### config.mk
export PLATFORM = sky130hd
export DESIGN_NAME = alkmdseq
export DESIGN_NICKNAME = d
export VERILOG_FILES = /design/src/rtl/alkmdseq.sv
export SDC_FILE = /design/constraint.sdc
export NUM_CORES = 1
export LEC_CHECK = 0
export ABC_AREA = 1
export CAP_MARGIN = 20
export CORE_UTILIZATION = 40
export DETAILED_ROUTE_END_ITERATION = 6
export GPL_ROUTABILITY_DRIVEN = 1
export GPL_TIMING_DRIVEN = 0
export PLACE_DENSITY = 0.73
export SYNTH_ARGS = -nofsm -noshare
export SYNTH_HDL_FRONTEND = slang
export SYNTH_SLANG_ARGS = --single-unit
export TNS_END_PERCENT = 10
### constraint.sdc
create_clock -name qdclk_l -period 4.61 [get_ports qdclk_l]
set_clock_uncertainty 0.15 [all_clocks]
set_input_delay 0.922 -clock qdclk_l [delete_from_list [all_inputs] [get_ports qdclk_l]]
set_output_delay 0.922 -clock qdclk_l [all_outputs]
set_load 0.01 [all_outputs]
### src/rtl/alkmdseq.sv
// alkmdseq: multiply/divide step sequencer that consumes the ALKC carry flag.
// Multiply runs 32 shift-and-add steps. Divide runs 32 non-restoring steps.
// Optional feature macro: ALKMDSEQ_DIV_FIX_EN adds the DFIX correction step.
// Without it, the final quotient bit is emitted in DONE.
module alkmdseq (
    input  logic       qdclk_l,
    input  logic       reset_l,
    input  logic       mul_start_h,
    input  logic       div_start_h,
    input  logic       abort_h,
    input  logic       stall_l,
    input  logic       alkc_flag_h,
    input  logic       mq0_h,
    output logic       step_add_h,
    output logic       step_sub_h,
    output logic       step_shr_h,
    output logic       step_shl_h,
    output logic       shr_in_h,
    output logic       alu_cin_h,
    output logic       quo_bit_h,
    output logic       quo_stb_h,
    output logic       busy_h,
    output logic       done_h,
    output logic [4:0] step_cnt_h
);

`ifdef ALKMDSEQ_DIV_FIX_EN
    typedef enum logic [2:0] {S_IDLE, S_MUL, S_DIV, S_DFIX, S_DONE} state_t;
`else
    typedef enum logic [2:0] {S_IDLE, S_MUL, S_DIV, S_DONE} state_t;
`endif

    state_t     state_reg, state_next;
    logic [4:0] cnt_reg, cnt_next;
    logic       last_sub_reg, last_sub_next;
    // Remembers that the running operation is a divide, so DONE knows
    // whether it owes the final quotient bit.
    logic       op_div_reg, op_div_next;

    logic       q;
    logic       add_raw, sub_raw, shr_raw, shl_raw;
    logic       shin_raw, qbit_raw, qstb_raw, done_raw;

    // State, step counter and last-operation flop.
    always_ff @(posedge qdclk_l or negedge reset_l) begin
        if (!reset_l) begin
            state_reg    <= S_IDLE;
            cnt_reg      <= 5'd0;
            last_sub_reg <= 1'b1;
            op_div_reg   <= 1'b0;
        end else begin
            state_reg    <= state_next;
            cnt_reg      <= cnt_next;
            last_sub_reg <= last_sub_next;
            op_div_reg   <= op_div_next;
        end
    end

    // Next-state logic and raw (unstalled) step decode.
    always_comb begin
        state_next    = state_reg;
        cnt_next      = cnt_reg;
        last_sub_next = last_sub_reg;
        op_div_next   = op_div_reg;
        add_raw       = 1'b0;
        sub_raw       = 1'b0;
        shr_raw       = 1'b0;
        shl_raw       = 1'b0;
        shin_raw      = 1'b0;
        qbit_raw      = 1'b0;
        qstb_raw      = 1'b0;
        done_raw      = 1'b0;
        // The flag means borrow after a subtract and carry after an add.
        q             = last_sub_reg ? ~alkc_flag_h : alkc_flag_h;

        case (state_reg)
            S_IDLE: begin
                if (stall_l && mul_start_h) begin
                    state_next    = S_MUL;
                    cnt_next      = 5'd0;
                    last_sub_next = 1'b1;
                    op_div_next   = 1'b0;
                end else if (stall_l && div_start_h) begin
                    state_next    = S_DIV;
                    cnt_next      = 5'd0;
                    last_sub_next = 1'b1;
                    op_div_next   = 1'b1;
                end
            end
            S_MUL: begin
                shr_raw  = 1'b1;
                add_raw  = mq0_h;
                shin_raw = mq0_h & alkc_flag_h;
                if (stall_l) begin
                    if (cnt_reg == 5'd31) begin
                        state_next = S_DONE;
                        cnt_next   = 5'd0;
                    end else begin
                        cnt_next = cnt_reg + 5'd1;
                    end
                end
            end
            S_DIV: begin
                shl_raw = 1'b1;
                if (cnt_reg == 5'd0) begin
                    sub_raw = 1'b1;
                end else begin
                    // Bit reported here belongs to the previous step.
                    sub_raw  = q;
                    add_raw  = ~q;
                    qbit_raw = q;
                    qstb_raw = 1'b1;
                end
                if (stall_l) begin
                    last_sub_next = sub_raw;
                    if (cnt_reg == 5'd31) begin
`ifdef ALKMDSEQ_DIV_FIX_EN
                        state_next = S_DFIX;
`else
                        state_next = S_DONE;
`endif
                        cnt_next   = 5'd0;
                    end else begin
                        cnt_next = cnt_reg + 5'd1;
                    end
                end
            end
`ifdef ALKMDSEQ_DIV_FIX_EN
            S_DFIX: begin
                qbit_raw = q;
                qstb_raw = 1'b1;
                // A negative final remainder is restored by adding the divisor back.
                add_raw  = ~q;
                if (stall_l) begin
                    state_next = S_DONE;
                end
            end
`endif
            S_DONE: begin
                done_raw = 1'b1;
`ifndef ALKMDSEQ_DIV_FIX_EN
                if (op_div_reg) begin
                    qbit_raw = q;
                    qstb_raw = 1'b1;
                end
`endif
                if (stall_l) begin
                    state_next = S_IDLE;
                end
            end
            default: begin
                state_next = S_IDLE;
            end
        endcase

        // Abort wins over start and stall and leaves no trace of the operation.
        if (abort_h) begin
            state_next    = S_IDLE;
            cnt_next      = 5'd0;
            last_sub_next = 1'b1;
            op_div_next   = 1'b0;
        end
    end

    // Output gating: a stall suppresses every strobe but leaves busy alone.
    always_comb begin
        step_add_h = add_raw & stall_l;
        step_sub_h = sub_raw & stall_l;
        step_shr_h = shr_raw & stall_l;
        step_shl_h = shl_raw & stall_l;
        alu_cin_h  = sub_raw & stall_l;
        shr_in_h   = shin_raw;
        quo_bit_h  = qbit_raw;
        quo_stb_h  = qstb_raw & stall_l;
        done_h     = done_raw & stall_l & ~abort_h;
        busy_h     = (state_reg != S_IDLE);
        step_cnt_h = ((state_reg == S_MUL) || (state_reg == S_DIV)) ? cnt_reg : 5'd0;
    end

endmodule

==> results of run 1 <==
==> cell usage in the layout, fill, tap and decap left out, drive strengths merged <==
cell / count
nor3: 2
nand3b: 1
nand3: 6
nor2: 17
o21ai: 6
nand2: 53
inv: 23
clkbuf: 4
a21oi: 6
clkdlybuf4s50: 21
buf: 3
nand4: 1
ha: 7
dfrtp: 8
dfstp: 1
==> logic make-up after synthesis <==
kind of cell | count (synthesis) | share of synthesized area (%)
adders and majority gates | 7 | 9.90
buffers and inverters | 26 | 13.3
AOI/OAI and AO/OA | 12 | 6.79
and+or+nand+nor | 80 | 44.4
DFF | 9 | 25.6
==> worst max-delay path by stage <==
| stage | from | to | slack, ns | cells after the start |
|---|---|---|---|---|
| 3_3_place_gp | alkc_flag_h | step_sub_h | 1.09 | 7 |
| 3_5_place_dp | alkc_flag_h | step_sub_h | 1.09 | 7 |
| 4_1_cts | alkc_flag_h | step_sub_h | 1.07 | 7 |
| 5_1_grt | alkc_flag_h | step_sub_h | 1.00 | 7 |
| 6_report | alkc_flag_h | step_sub_h | 1.08 | 7 |
| 2_1_floorplan | alkc_flag_h | step_sub_h | 2.00 | 5 |
==> worst max-delay path, stage by stage <==
cell and delay (ns):
clkdlybuf4s50_1 0.48, inv_1 0.05, nand2_1 0.06, nand2_1 0.09
a21oi_1 0.21, buf_4 0.13, clkdlybuf4s50_1 0.51
==> power by group through the flow <==
stage | clock, uW | combinational, uW | sequential, uW
after global placement | 0 | 299 | 117
final | 59.9 | 300 | 117
after global routing | 66.1 | 338 | 119
after detailed placement | 0 | 302 | 118
after floorplan | 0 | 215 | 113
after CTS | 63.3 | 303 | 116
==> per-stage QoR <==
step	area (um2)	utilization [%]
2_1_floorplan	885	-
5_1_grt	1150	57.1
4_1_cts	1150	57.1
3_5_place_dp	1130	55.8
6_report	1150	57.1
3_3_place_gp	1130	55.8
==> area by class of cell <==
type,instances,area share (%)
Sequential cell,9,19.6
Tap cell,27,2.93
Clock buffer,4,2.28
Inverter,23,7.91
Timing Repair Buffer,21,18.2
Buffer,3,2.28
Multi-Input combinational cell,99,46.8
==> metal layers <==
| layer | GRT usage (%) | share of wire (%) |
|---|---|---|
| met1 | 21.8 | 48 |
| met2 | 30.6 | 48 |
| met3 | 4.67 | 3.4 |
| met4 | 2.94 | 0 |
| met5 | 0 | 0 |
==> flow_summary.toml, run 1 <==
[timing]
whs_ns = 0.341
finalMaxSlewViolations = 0
rsz0062_at_grt = "false"
fmax_mhz = 283
fin_crit_ns = 3.53
fin_crit_sh_pct = 76.6
hold_viol_final = 0
worst_pin_slew_ns = 0.431
setup_slack_ns = 1.08
finalSetupViolCount = 0
relSlewSlack_pct = 71.2
fin_setup_tns_ns = 0

[logic_synthesis]
synth_area_leaders = "dfrtp_1 (23%), nand2_1 (20%), ha_1 (9.9%)"
synth_edf_count = 0
synthCells = 134
synth_common_cells = "nand2_1 (46), inv_1 (19), nor2_1 (14)"
post_synth.cell_area_avg_um2 = 6.60
ys_seq_area_share_pct = 25.6
ys_warn_count = 0
netlist.area_leader.share_pct = 22.6
syn_nets = 149
synth.most_common_cell = "nand2_1"
yosysTopAreaCell = "dfrtp_1"
synth_seq_cells = 9
synth_ff_type = "dfrtp_1"
synthDistinctLibCells = 24
synth_area_um2 = 885
synthArstFlopShare_pct = 100

[pwr]
clkPwrFrac_pct = 12.5
power.density_mw_per_mm2 = 413
pwr-share-seq_pct = 24.5
p_leak_uw = 0.000629
swShare_pct = 46.9
p_int_uw = 253
peakVddDrop_mv = 0.265
power_frac_comb_pct = 62.9
power.total_uw = 477
p_switching_uw = 224

[die]
rows = 16
die_x_um = 49.0
die_height_um = 49.0
coreArea_mm2 = 0.00202
num_io_pins = 23
start_util_pct = 43.7
dieArea_mm2 = 0.00240

[layout]
layout.area.seq_um2 = 226
final_cells = 186
largest_reg_flops = 5
antennaDiodeCount = 0
multi_input_area_um2 = 541
fin_nets = 175
fillers = 206
drive_above_1_share_pct = 14.5
area_growth_pct = 30.6

[min_path]
hold_end = "last_sub_reg"
worstHoldStart = "last_sub_reg"
hold_depth = 2
hold_class = "flop to flop"

[setup_path]
critPathMaxFanout = 4
regToRegSetupSlack_ns = 2.83
critPathArrivalTime_ns = 2.46
endpoint_kind = "output port"
r2r-start = "cnt_reg[0]"
reg2reg_depth = 9
rr_endpoint = "state_reg[1]"
required_ns = 3.54
critPathKind = "primary input to output port"
start_kind = "primary input"

[clock_network]
cts_buffer_depth = 2
ctsResizeCount = 0
hold_buffers = 0
postCtsSetupRepairBufs = 0
clk_pin_slew_ns = 0.06
htreeDepth = 1
cts_num_sinks = 9
cts_buffers = 3
cts_root_buf = "clkbuf_4"
clk_latency_ns = 0.26
cts_tree = "yes"

[drt]
postRouteAntennaNets = 0
drt-total-wl_mm = 1.85
vias = 857
first_iter_violations = 20
drc = 0
routed_via_density = 4.61
dr.pass1.iters = 4
wl_per_cell_um = 9.94

[place]
gp_congestion = 0.803
dp.cells = 182
post-dp-hpwl_mm = 1.49
preCtsSetupSlack_ns = 1.09
portBuffers = 21

[global_route]
grt.total_usage_pct = 17.5
grt_overflow = 0
grt_max_degree = 11
first_global_vias = 807
antenna_found_initial = 0
grt_pass1_wl_mm = 3.31

[outcome]
outcome = "completed"

[job]
maxCapViolCount = 0
Note: power is estimated with default switching activity, not from simulation.
==> run 2, diff against run 1 <==
Settings changed: PLACE_DENSITY 0.73 to 0.75.
Clock period 4.61 ns to 3 ns, I/O delays scaled along.
==> run 2 against run 1 <==
  * Setup slack worse by 0.93 ns
  * Cell area up 0.32%
  * Sequential power up 54%
  * Hold slack worse by 0.0057 ns
  * Register-to-register slack worse by 1.6 ns
  * Via count up 1.2%
  * Sequential share of layout area down 0.063 points
  * Critical path type unchanged
  * Largest cell class unchanged
==> flow_summary.toml, run 2 (synthesized netlist as in run 1, its figures left out) <==
[clock_network]
postCtsSetupRepairBufs = 0
ctsResizeCount = 0
clk_pin_slew_ns = 0.06
hold_buffers = 0
clk_latency_ns = 0.26
cts_root_buf = "clkbuf_4"
cts_tree = "yes"
cts_buffers = 3
cts_num_sinks = 9
cts_buffer_depth = 2
htreeDepth = 1

[timing]
worst_pin_slew_ns = 0.412
fin_setup_tns_ns = 0
hold_viol_final = 0
fin_crit_sh_pct = 95.2
rsz0062_at_grt = "false"
fmax_mhz = 350
fin_crit_ns = 2.86
relSlewSlack_pct = 72.5
setup_slack_ns = 0.143
finalMaxSlewViolations = 0
finalSetupViolCount = 0

[drt]
first_iter_violations = 13
wl_per_cell_um = 9.65
postRouteAntennaNets = 0
routed_via_density = 4.66
drc = 0
drt-total-wl_mm = 1.80
vias = 867
dr.pass1.iters = 4

[layout]
antennaDiodeCount = 0
multi_input_area_um2 = 544
drive_above_1_share_pct = 15.1
fin_nets = 175
most-common-layout-cells = "nand2_1 (46), clkdlybuf4s50_1 (21), inv_1 (19)"
area_growth_pct = 31.0
final_cells = 186
largest_reg_flops = 5
postLayoutCellArea_mm2 = 0.00116
layout_commonest_cell = "nand2_1"
layout.area.seq_um2 = 226
fillers = 185

[setup_path]
critPathMaxFanout = 4
regToRegSetupSlack_ns = 1.23
cpLargestDelayFamily = "buffers and inverters"
required_ns = 2.25
start_kind = "primary input"
critPathArrivalTime_ns = 2.11
critPathKind = "primary input to output port"
path_cells = "clkdlybuf4s50_1, inv_1, nand2_1, nand2_1, a21oi_2, buf_4, clkdlybuf4s50_1"
cp.buffers_inverters = 4
crit_path_top_delay_cell = "clkdlybuf4s50_1"
endpoint_kind = "output port"
cp_slowest_stage_delay_ns = 0.52

[outcome]
outcome = "completed"

[global_route]
grt_max_degree = 11
grt.total_usage_pct = 17.4
antenna_found_initial = 0
grt_pass1_wl_mm = 3.19
grt_overflow = 0
first_global_vias = 808

[place]
preCtsSetupSlack_ns = 0.119
post-dp-hpwl_mm = 1.47
dpl-instance-area_mm2 = 0.00113
dp.cells = 182
portBuffers = 21
gp_congestion = 0.781

[die]
die_height_um = 49.0
die_x_um = 49.0
rows = 16
coreArea_mm2 = 0.00202
dieArea_mm2 = 0.00240
num_io_pins = 23
start_util_pct = 43.7

[pwr]
power.density_mw_per_mm2 = 636
p_leak_uw = 0.000628
peakVddDrop_mv = 0.503

[job]
maxCapViolCount = 0

[min_path]
hold_class = "flop to flop"
run 2: changes by cell type in the layout (fill, tap and decap cells not counted):
| cell | before | now |
|---|---|---|
| a21oi_2 | 0 | 1 |
| a21oi_1 | 6 | 5 |
run 2: layout make-up:
cell class              count  share of cell area, %
well taps                  27                   2.92
plain buffers               3                   2.27
flip-flops and latches      9                   19.5
inverters                  23                   7.88
clock buffers               4                   2.27
multi-input cells          99                   47.0
repair buffers             21                   18.1
run 2: worst paths after layout:
kind | start | to | depth (start not counted)
worst max-delay path | alkc_flag_h | step_sub_h | 7
min in group asynchronous | reset_l | cnt_reg[4] | 1
worst min register to register | last_sub_reg | last_sub_reg | 2
worst max register to register | cnt_reg[0] | state_reg[1] | 9
worst min-delay path | last_sub_reg | last_sub_reg | 2
max in group asynchronous | reset_l | last_sub_reg | 1
run 2: through the flow:
| stage | power (uW) | hold WS, ns | util, % |
|---|---|---|---|
| floorplan | 505 | 0.154 | - |
| global placement | 634 | 0.328 | 55.8 |
| detailed placement | 646 | 0.328 | 55.8 |
| CTS | 743 | 0.337 | 57.1 |
| global route | 810 | 0.368 | 57.3 |
| finish | 737 | 0.335 | 57.3 |
run 2: metal layers:
layer	share of wire, %	global-route usage (%)	routed length (um)	vias up
li1	-	-	-	457
met1	46	21.0	826	384
met2	48	27.5	860	22
met3	4.6	5.61	83	4
met4	1.4	8.82	26	0
met5	0	0	0	-
run 2: tightest hold or removal path, stage by stage, from the launching register on:
cell	delay [ns]
dfstp_2	0.37
o21ai_0	0.06
nand2_1	0.05
run 2: report_power, final:
part / leakage, uW / switching, uW / internal (uW) / total [uW]
Combinational: 0.000495 / 279 / 186 / 465
Clock: 0.0000150 / 41.6 / 51.2 / 92.8
Sequential: 0.000118 / 27.1 / 153 / 180
